**config.mk**
```make
export PLATFORM = sky130hd
export DESIGN_NAME = zircon_avalon_ps2_mouse_event_regs
export DESIGN_NICKNAME = d
export VERILOG_FILES = /design/src/rtl/zircon_avalon_ps2_mouse_event_regs.sv
export SDC_FILE = /design/constraint.sdc
export NUM_CORES = 1
export LEC_CHECK = 0
export CAP_MARGIN = 5
export CORE_UTILIZATION = 54
export CTS_BUF_LIST = sky130_fd_sc_hd__clkbuf_4
export DETAILED_ROUTE_END_ITERATION = 8
export PLACE_DENSITY = 0.88
export REMOVE_ABC_BUFFERS = 1
export SETUP_SLACK_MARGIN = 0.2
export SYNTH_ARGS = -nofsm -noshare
export SYNTH_HDL_FRONTEND = slang
export SYNTH_SLANG_ARGS = --single-unit
```
**constraint.sdc**
```tcl
create_clock -name csi_clk -period 4.23 [get_ports csi_clk]
set_clock_uncertainty 0.15 [all_clocks]
set_input_delay 1.0575 -clock csi_clk [delete_from_list [all_inputs] [get_ports csi_clk]]
set_output_delay 1.0575 -clock csi_clk [all_outputs]
set_load 0.02 [all_outputs]
```
**src/rtl/zircon_avalon_ps2_mouse_event_regs.sv**
```systemverilog
`default_nettype none
// ============================================================================
// Module      : zircon_avalon_ps2_mouse_event_regs
// Description : Avalon-MM register file for the PS/2 mouse core. Decoded
//               mouse packets are queued in a small FIFO so software polling
//               does not lose movement between reads. Exposes DATA (pop),
//               STATUS, CONTROL and CLEAR registers plus a level interrupt.
// Revision    : 1.0 - initial release
// ----------------------------------------------------------------------------
// Ports:
//   csi_clk        system clock, rising edge
//   rsi_reset_n    asynchronous active-low reset
//   avs_address    word address: 0 DATA, 1 STATUS, 2 CONTROL, 3 CLEAR
//   avs_read       read request (data returned one cycle later)
//   avs_write      write request
//   avs_writedata  write data
//   avs_readdata   registered read data, zero on cycles after no read
//   ins_irq        registered level interrupt
//   pkt_valid      one-cycle strobe from the packet decoder
//   left_button / right_button / middle_button   button states
//   x_increment / y_increment                    two's complement movement
// ============================================================================
module zircon_avalon_ps2_mouse_event_regs #(
  parameter int INC_W      = 9,
  parameter int FIFO_DEPTH = 8
) (
  input  logic              csi_clk,
  input  logic              rsi_reset_n,
  input  logic [1:0]        avs_address,
  input  logic              avs_read,
  input  logic              avs_write,
  input  logic [31:0]       avs_writedata,
  output logic [31:0]       avs_readdata,
  output logic              ins_irq,
  input  logic              pkt_valid,
  input  logic              left_button,
  input  logic              right_button,
  input  logic              middle_button,
  input  logic [INC_W-1:0]  x_increment,
  input  logic [INC_W-1:0]  y_increment
);

  localparam int AW = $clog2(FIFO_DEPTH);
  localparam int EW = 3 + 2 * INC_W;
  localparam int CW = AW + 1;   // count must also represent FIFO_DEPTH itself
  localparam logic [CW-1:0] c_depth = CW'(FIFO_DEPTH);

  logic [EW-1:0] r_mem [FIFO_DEPTH];
  logic [AW-1:0] r_head;
  logic [AW-1:0] r_tail;
  logic [CW-1:0] r_count;
  logic          r_overflow;
  logic [7:0]    r_drop_cnt;
  logic          r_irq_en;
  logic [31:0]   r_readdata;
  logic          r_irq;

  logic          w_empty;
  logic          w_full;
  logic [EW-1:0] w_entry;
  logic          w_rd_data;
  logic          w_pop;
  logic          w_push;
  logic          w_drop;
  logic          w_flush;
  logic          w_clear;
  logic          w_ctrl_wr;
  logic [7:0]    w_count8;
  logic [31:0]   w_rdata_next;
  logic          w_unused;

  assign w_empty   = (r_count == '0);
  assign w_full    = (r_count == c_depth);
  assign w_entry   = {left_button, right_button, middle_button, y_increment, x_increment};
  assign w_rd_data = avs_read & (avs_address == 2'd0);
  assign w_pop     = w_rd_data & ~w_empty;
  assign w_ctrl_wr = avs_write & (avs_address == 2'd2);
  assign w_flush   = w_ctrl_wr & avs_writedata[1];
  assign w_clear   = avs_write & (avs_address == 2'd3) & avs_writedata[0];
  // A same-cycle pop frees a slot, so a full FIFO still accepts the push.
  // A flush discards any same-cycle packet without counting it as a drop.
  assign w_push    = pkt_valid & ~w_flush & (~w_full | w_pop);
  assign w_drop    = pkt_valid & ~w_flush & w_full & ~w_pop;
  // STATUS count field is 8 bits; only a 256-deep FIFO when full exceeds it,
  // and that case is still visible through the full flag.
  assign w_count8  = 8'(r_count);
  assign w_unused  = ^avs_writedata[31:2];

  always_comb begin
    w_rdata_next = '0;
    if (avs_read) begin
      case (avs_address)
        2'd0: if (!w_empty) w_rdata_next = 32'h8000_0000 | 32'(r_mem[r_head]);
        2'd1: w_rdata_next = {8'd0, r_drop_cnt, w_count8, 5'd0, r_overflow, w_full, w_empty};
        2'd2: w_rdata_next = {31'd0, r_irq_en};
        default: w_rdata_next = '0;
      endcase
    end
  end

  // Storage array carries no reset; validity is tracked by count/pointers.
  always_ff @(posedge csi_clk) begin
    if (w_push) r_mem[r_tail] <= w_entry;
  end

  always_ff @(posedge csi_clk or negedge rsi_reset_n) begin
    if (!rsi_reset_n) begin
      r_head     <= '0;
      r_tail     <= '0;
      r_count    <= '0;
      r_overflow <= 1'b0;
      r_drop_cnt <= 8'd0;
      r_irq_en   <= 1'b0;
      r_readdata <= 32'd0;
      r_irq      <= 1'b0;
    end else begin
      r_readdata <= w_rdata_next;

      if (w_flush) begin
        r_head  <= '0;
        r_tail  <= '0;
        r_count <= '0;
      end else begin
        if (w_push) r_tail <= r_tail + AW'(1);
        if (w_pop)  r_head <= r_head + AW'(1);
        r_count <= r_count + CW'(w_push) - CW'(w_pop);
      end

      // Clear beats a same-cycle drop: the drop is neither flagged nor counted.
      if (w_clear) begin
        r_overflow <= 1'b0;
        r_drop_cnt <= 8'd0;
      end else if (w_drop) begin
        r_overflow <= 1'b1;
        if (r_drop_cnt != 8'hFF) r_drop_cnt <= r_drop_cnt + 8'd1;
      end

      if (w_ctrl_wr) r_irq_en <= avs_writedata[0];

      r_irq <= r_irq_en & (~w_empty | r_overflow);
    end
  end

  assign avs_readdata = r_readdata;
  assign ins_irq      = r_irq;

endmodule
`default_nettype wire

```
==> results of run 1 <==
## kinds of logic after synthesis
group	Yosys count	share of synthesized area (%)
DFF	214	73.87
and+or+nand+nor	85	5.609
muxes	59	13.32
AOI/OAI and AO/OA	34	2.864
buffers and inverters	34	2.237
adders and majority gates	9	1.432
xor gates and xnor gates	6	0.6266
other	1	0.04471
## worst max-delay path by stage
stage / startpoint / endpoint / slack (ns) / depth (start not counted)
2_1_floorplan: avs_address[1] / r_mem[1][0] / -0.14 / 4
3_3_place_gp: avs_address[0] / r_mem[1][14] / 0.51 / 6
3_5_place_dp: avs_address[0] / r_mem[5][14] / 0.39 / 6
4_1_cts: avs_address[0] / r_mem[5][1] / 1.05 / 6
5_1_grt: avs_address[0] / r_mem[5][1] / 0.94 / 6
6_report: avs_address[0] / r_mem[5][11] / 0.99 / 6
## routing by layer
layer	part of all wire (%)	vias up	routed length (um)
met5	0	-	0
met4	2.6	0	424
met3	6.9	39	1134
met2	52	210	8492
met1	39	2284	6379
li1	-	2014	-
## flip-flops by register name, summed over array words and instances, names as in the netlist
| signal | cells |
|---|---|
| r_irq_en | 1 |
| r_count | 4 |
| ins_irq | 1 |
| r_tail | 3 |
| r_drop_cnt | 8 |
| r_head | 3 |
| avs_readdata | 25 |
| r_mem | 168 |
| r_overflow | 1 |
## per-stage QoR
step / TNS, ns / total power [mW]
floorplan: -3.369 / 3.794
global placement: 0 / 4.241
detailed placement: 0 / 4.323
CTS: 0 / 6.119
global route: 0 / 6.364
finish: 0 / 6.054
## cell type report
type	count	area (um2)
clock inverters	14	108.9
inverters	6	22.52
multi-input cells	200	2052
fillers	1015	5240
flip-flops and latches	214	6197
repair buffers	79	738.2
well taps	188	235.2
clock buffers	81	608.1
## synthesized netlist by cell type (2+ instances only)
library cell / n / area (um2)
nor2_1: 28 / 105.1
a221o_1: 7 / 70.07
mux4_2: 42 / 945.9
buf_4: 7 / 52.55
and3_1: 7 / 43.79
inv_1: 6 / 22.52
buf_1: 2 / 7.510
nor2b_1: 2 / 12.51
mux2i_1: 16 / 160.2
nor4b_1: 2 / 17.52
clkbuf_8: 2 / 27.53
o22ai_1: 4 / 25.02
a21oi_1: 7 / 35.03
or4_1: 4 / 30.03
o31ai_1: 4 / 30.03
ha_1: 8 / 100.1
buf_2: 5 / 25.02
nor3_1: 3 / 15.01
or3b_2: 2 / 17.52
o21ai_0: 5 / 25.02
nand2b_1: 3 / 18.77
nand3_1: 5 / 25.02
dfrtp_1: 46 / 1151
a21o_1: 2 / 15.01
xnor2_1: 3 / 26.28
edfxtp_1: 168 / 5045
nor3b_1: 2 / 15.01
or3_1: 2 / 12.51
and3b_1: 2 / 17.52
nand4_1: 3 / 18.77
clkbuf_1: 10 / 37.54
xor2_1: 3 / 26.28
nand2_1: 11 / 41.29
o211ai_1: 2 / 15.01
and2_1: 3 / 18.77
## where the power goes
group	internal, mW	switching, mW
logic	0.740	0.729
registers	2.60	0.208
clock network	0.991	0.783
==> results.json, run 1 <==
{
  "routedWlPerCell_um": 21.01,
  "cts_buffers": 51,
  "dr.pass1.iters": 5,
  "fin_crit_sh_pct": 76.61,
  "p_leak_nw": 3.586,
  "cp_cell_sequence": "clkdlybuf4s50_1, nor4b_1, o21ai_0, or3b_2, nor2_2, buf_4",
  "post-route-min-period_ns": 3.240,
  "hold_violations": 0,
  "area_delta_synth_final_pct": 18.76,
  "use_met3_pct": 5.272,
  "rows": 45,
  "grt_antenna_before_repair": 0,
  "rsz0062_at_grt": "no",
  "timing.slew.headroom_pct": 41.05,
  "drv_cap": 0,
  "grt.busiest_layer": "met2",
  "final_cell_count_no_fill": 782,
  "setup_violations": 0,
  "layout_common_cells": "edfxtp_1, clkbuf_4, clkdlybuf4s50_1",
  "design_area_um2": 9962,
  "cts_buffer_depth": 3,
  "crit_family": "simple AND/OR/NAND/NOR gates",
  "fp.dieArea_um2": 16040,
  "setup_ws_ns": 0.9896,
  "place_inst": 687,
  "viasPerCell": 5.815,
  "drive_gt1_share_pct": 28.11,
  "htree_levels": 2,
  "hold_path.class": "in2async",
  "use_met1_pct": 28.11,
  "clk_pin_slew_ns": 0.07,
  "status": "complete, no violations",
  "gp_congestion": 0.7895,
  "irDropWorstVdd_mv": 0.4020,
  "grt_pass1_vias": 4813,
  "grt_pass1_wl_mm": 25.99,
  "arrival_ns": 3.39,
  "grt_usage_pct": 22.18,
  "finalMaxSlewViolations": 0,
  "mappedNetlistArea_um2": 8388,
  "cp_slowest_cell": "or3b_2",
  "worst_pin_slew_ns": 0.8842,
  "worst_setup_path_start_kind": "primary input",
  "start_util_pct": 55.18,
  "worstSetupPathType": "in2reg",
  "cts_root_buffer": "clkbuf_4",
  "drtIter0Drc": 396,
  "synthFlopType": "edfxtp_1",
  "path_buf_inv": 2,
  "seq_area_frac_synth_pct": 73.87,
  "r2r_slack_ns": 1.35,
  "drc_errors": 0,
  "antennaDiodeCount": 0,
  "hold_slack_ns": 0.2764,
  "power.density_nw_per_um2": 607.7,
  "io_buffers": 55,
  "synth_edf_count": 168,
  "synth.avg_cell_area_um2": 18.98,
  "drt_wl_total_mm": 16.43,
  "critPathMaxFanout": 13,
  "die_h_um": 126.6,
  "clk_latency_ns": 0.65,
  "place_area_um2": 9245,
  "via_count": 4547,
  "critical_path.max_stage_delay_ns": 0.60,
  "hold_buffers": 0,
  "crit_path_end_kind": "flip-flop",
  "post-place-ws_ns": 0.3854,
  "postRouteAntennaNets": 0,
  "cts.sinks": 214,
  "cts_setup_buffers": 0,
  "async_flop_share_pct": 21.50,
  "dieWidth_um": 126.6,
  "gr-total-overflow": 0,
  "core_um2": 15200,
  "cts.repair.resized": 0,
  "fin_util_pct": 65.53,
  "finalNetCount": 621,
  "ys.warnings.count": 0,
  "io_pins": 93,
  "synthCells": 442,
  "post_synth_num_cell_types": 49,
  "ff2ff_path_depth": 7,
  "r2r_start": "r_count[2]",
  "critPathRequiredTime_ns": 4.38,
  "grt_max_degree": 44,
  "mostFrequentLayoutCell": "edfxtp_1",
  "r2r_end": "r_mem[5][11]",
  "cts_tree": "built",
  "fmax_mhz": 308.6,
  "ys_ff_latch": 214,
  "use_met2_pct": 37.31,
  "place_hpwl_mm": 9.897
}
Power figures use the tool's default switching activity.
==> run 2, diff against run 1 <==
- clock period: 4.23 -> 3.05 ns (I/O delays scaled with it)
==> results.json, run 2 (synthesis gave the netlist of run 1 again) <==
{
  "cts_root_buffer": "clkbuf_4",
  "gp_congestion": 0.8028,
  "dieWidth_um": 126.6,
  "cts_buffers": 50,
  "rows": 45,
  "rsz0062_at_grt": "no",
  "routedWlPerCell_um": 20.68,
  "largest_reg_flops": 168,
  "status": "complete, no violations",
  "viasPerCell": 5.695,
  "grt_pass1_wl_mm": 26.36,
  "fp.dieArea_um2": 16040,
  "io_buffers": 55,
  "start_util_pct": 55.18,
  "r2r_start": "r_count[2]",
  "ff2ff_path_depth": 8,
  "grt_antenna_before_repair": 0,
  "path_buf_inv": 3,
  "irDropWorstVdd_mv": 0.4983,
  "core_um2": 15200,
  "finalMaxSlewViolations": 0,
  "grt_pass1_vias": 4951,
  "arrival_ns": 2.84,
  "cp-startpoint": "r_count[2]",
  "area_delta_synth_final_pct": 21.88,
  "cts_setup_buffers": 0,
  "hold_depth": 1,
  "drt_wl_total_mm": 16.52,
  "r2r_slack_ns": 0.39,
  "cts_tree": "built",
  "hold_slack_ns": 0.3403,
  "hold_violations": 0,
  "fmax_mhz": 375.7,
  "via_count": 4550,
  "drtIter0Drc": 363,
  "layout_common_cells": "edfxtp_1, clkbuf_4, clkdlybuf4s50_1",
  "timing.slew.headroom_pct": 52.24,
  "critical_path.max_stage_delay_ns": 0.43,
  "postRouteAntennaNets": 0,
  "min-delay-start": "r_irq_en",
  "critPathMaxFanout": 16,
  "die_h_um": 126.6,
  "fin_util_pct": 67.25,
  "setup_violations": 0,
  "drc_errors": 0,
  "cts.sinks": 214,
  "clk_latency_ns": 0.63,
  "dr.pass1.iters": 4,
  "cp.depth": 8,
  "cp_slowest_cell": "or3_1",
  "p_leak_nw": 3.704,
  "fin_crit_sh_pct": 87.28,
  "htree_levels": 2,
  "place_inst": 706,
  "finalSetupTns_ns": 0,
  "r2r_end": "r_mem[0][6]",
  "post-route-min-period_ns": 2.662,
  "io_pins": 93,
  "hold_path.class": "reg2reg",
  "regMostFlops": "r_mem",
  "mostFrequentLayoutCell": "edfxtp_1",
  "antennaDiodeCount": 0,
  "cts_buffer_depth": 3,
  "crit_path_end_kind": "flip-flop",
  "grt_max_degree": 44,
  "drive_gt1_share_pct": 30.77,
  "critPathRequiredTime_ns": 3.22,
  "worstSetupPathType": "reg2reg",
  "cp_cell_sequence": "inv_1, ha_1, nor4b_2, o21ai_0, buf_4, or3_1, nor3_4, buf_12",
  "finalNetCount": 640,
  "crit_family": "simple AND/OR/NAND/NOR gates",
  "grt_usage_pct": 22.12,
  "power.density_nw_per_um2": 825.9,
  "clk_pin_slew_ns": 0.06,
  "endpoint": "r_mem[0][6]",
  "worst_pin_slew_ns": 0.7164,
  "drv_cap": 0,
  "final_cell_count_no_fill": 799,
  "gr-total-overflow": 0,
  "place_hpwl_mm": 10.16,
  "worst_setup_path_start_kind": "flip-flop"
}
[run 2: what timing repair did]
action | CTS | global route
hold buffers | 1 | 0
endpoints found under the setup margin | 0 | 22
hold endpoints to repair | 11 | 0
resized for setup | 0 | 4
[run 2: worst min path at each step]
stage	to	slack, ns
after CTS	ins_irq	0.34
after global routing	ins_irq	0.38
after global placement	ins_irq	0.34
after floorplan	avs_readdata[0]	0.32
after detailed placement	ins_irq	0.35
final	ins_irq	0.34
[run 2: area by class of cell]
class / count / area, um2
timing repair buffer: 99 / 1016
clock buffer: 82 / 615.6
clock inverter: 10 / 67.56
sequential: 214 / 6197
inverter: 6 / 22.52
multi-input combinational: 200 / 2069
tap: 188 / 235.2
fill: 995 / 4979
[run 2: metal layers]
| metal | track usage (%) | part of all wire [%] | up-vias |
|---|---|---|---|
| met3 | 5.188 | 8.1 | 20 |
| met4 | 8.363 | 1.2 | 0 |
| li1 | - | - | 2047 |
| met5 | 0 | 0 | - |
| met2 | 36.27 | 51 | 173 |
| met1 | 29.13 | 40 | 2310 |
[run 2: power breakdown]
group          leakage [nW]  internal, mW  switching, mW
Sequential             2.13          3.61          0.227
Clock                 0.404          1.30           1.05
Combinational          1.17          1.15           1.11
[run 2: metrics by stage]
stage / cell area (um2) / total power [mW] / worst slack (ns)
after global placement: 9513 / 6.035 / -0.2615
after detailed placement: 9513 / 6.161 / -0.3223
after floorplan: 8245 / 5.262 / -1.026
final: 10220 / 8.444 / 0.3881
after CTS: 10210 / 8.539 / 0.2456
after global routing: 10220 / 8.885 / 0.2409
==> run 3, diff against run 2 <==
- SKIP_CTS_REPAIR_TIMING: default -> 1
- clock period: 3.05 -> 3 ns (I/O delays scaled with it)
==> results.json, run 3 (synthesis gave the netlist of run 1 again) <==
{
  "status": "complete, no violations",
  "fp.dieArea_um2": 16040,
  "r2r_start": "r_count[2]",
  "r2r_end": "r_mem[0][7]",
  "hold_end": "ins_irq",
  "fmax_mhz": 367.9,
  "io_buffers": 55,
  "dieWidth_um": 126.6,
  "finalSetupTns_ns": 0,
  "antennaDiodeCount": 0,
  "place_area_um2": 9493,
  "power.density_nw_per_um2": 855.7,
  "post-route-min-period_ns": 2.718,
  "regMostFlops": "r_mem",
  "core_um2": 15200,
  "gr-total-overflow": 0,
  "cts_buffer_depth": 3,
  "worstSetupPathType": "reg2reg",
  "power_switching_share_pct": 28.01,
  "comb_power_share_pct": 25.8,
  "critPathMaxFanout": 16,
  "final_cell_count_no_fill": 802,
  "clk_latency_ns": 0.64,
  "crit_path_end_kind": "flip-flop",
  "drt_wl_total_mm": 16.53,
  "p_sw_mw": 2.462,
  "rsz0062_at_grt": "no",
  "drc_errors": 0,
  "cts_tree": "built",
  "ff2ff_path_depth": 8,
  "layout_common_cells": "edfxtp_1, clkbuf_4, clkdlybuf4s50_1",
  "setup_ws_ns": 0.2815,
  "viasPerCell": 5.747,
  "drv_cap": 0,
  "grt_usage_pct": 21.79,
  "hold_depth": 1,
  "power.share.sequential_pct": 44.4,
  "cts.sinks": 214,
  "setup_violations": 0,
  "gp_congestion": 0.8054,
  "start_util_pct": 55.18,
  "finalMaxSlewViolations": 0,
  "hold_violations": 0,
  "hold_path.class": "reg2reg",
  "cts_root_buffer": "clkbuf_4",
  "clk_pin_slew_ns": 0.06,
  "cts_buffers": 53,
  "worst_setup_path_start_kind": "flip-flop",
  "htree_levels": 2,
  "total_power_mw": 8.790,
  "grt_pass1_vias": 4808,
  "grt_pass1_wl_mm": 25.71,
  "design_area_um2": 10270,
  "min-delay-start": "r_irq_en",
  "io_pins": 93,
  "via_count": 4609,
  "critPathRequiredTime_ns": 3.17,
  "routedWlPerCell_um": 20.61,
  "die_h_um": 126.6,
  "r2r_slack_ns": 0.28,
  "largest_reg_flops": 168,
  "drive_gt1_share_pct": 32.08,
  "rows": 45,
  "p_leak_nw": 3.740,
  "finalNetCount": 642,
  "intPower_mw": 6.328,
  "place_inst": 705,
  "post-place-ws_ns": -0.4564,
  "postRouteAntennaNets": 0,
  "arrival_ns": 2.89,
  "seq_area_um2": 6197,
  "grt_antenna_before_repair": 0,
  "multi_input_area_um2": 2066,
  "worst_pin_slew_ns": 0.6969,
  "timing.slew.headroom_pct": 53.54,
  "clockPowerShare_pct": 29.8,
  "fin_crit_sh_pct": 90.62,
  "drtIter0Drc": 352,
  "area_delta_synth_final_pct": 22.46,
  "grt_max_degree": 44,
  "nFillCells": 968,
  "mostFrequentLayoutCell": "edfxtp_1",
  "dr.pass1.iters": 5,
  "place_hpwl_mm": 10.21,
  "irDropWorstVdd_mv": 0.4983
}
## run 3: final cells by class
type,count,area share [%]
multi-input combinational,200,20.11
tap,188,2.290
sequential,214,60.33
clock buffer,90,6.577
inverter,6,0.2192
timing repair buffer,98,9.695
clock inverter,6,0.7795
## run 3: worst max-delay path by stage
stage	start	to	slack, ns
after floorplan	avs_address[1]	r_mem[1][0]	-1.06
after global placement	avs_read	r_mem[0][7]	-0.32
after detailed placement	avs_read	r_mem[0][12]	-0.46
after CTS	r_count[2]	r_mem[0][7]	0.11
after global routing	r_count[2]	r_mem[0][11]	0.20
final	r_count[2]	r_mem[0][7]	0.28
## run 3: metrics by stage
step,hold slack (ns),util (%)
finish,0.3787,67.57
global route,0.4034,67.57
CTS,-0.04415,67.42
detailed placement,0.3595,62.44
global placement,0.3358,62.44
floorplan,0.3044,-
## run 3: worst max-delay path, stage by stage (launching register included)
cell     delay, ns
dfrtp_1       0.32
inv_1         0.08
ha_2          0.21
nor4b_2       0.35
o21ai_0       0.20
buf_4         0.18
or3_1         0.41
nor3_2        0.28
buf_12        0.22
## run 3: metal layers
layer	GRT usage, %	part of all wire [%]	wire (um)	vias up
met1	27.28	39	6456	2320
met4	8.434	2.4	394	0
met2	36.56	51	8500	207
li1	-	-	-	2045
met3	5.905	7.1	1182	37
met5	0	0	0	-
## run 3: power by group through the flow
stage / sequential (mW) / clock, mW / combinational, mW
after floorplan: 4.14 / 0 / 1.21
after global placement: 3.91 / 0 / 2.20
after detailed placement: 3.95 / 0 / 2.28
after CTS: 3.90 / 2.69 / 2.29
after global routing: 3.93 / 2.84 / 2.45
final: 3.90 / 2.62 / 2.27
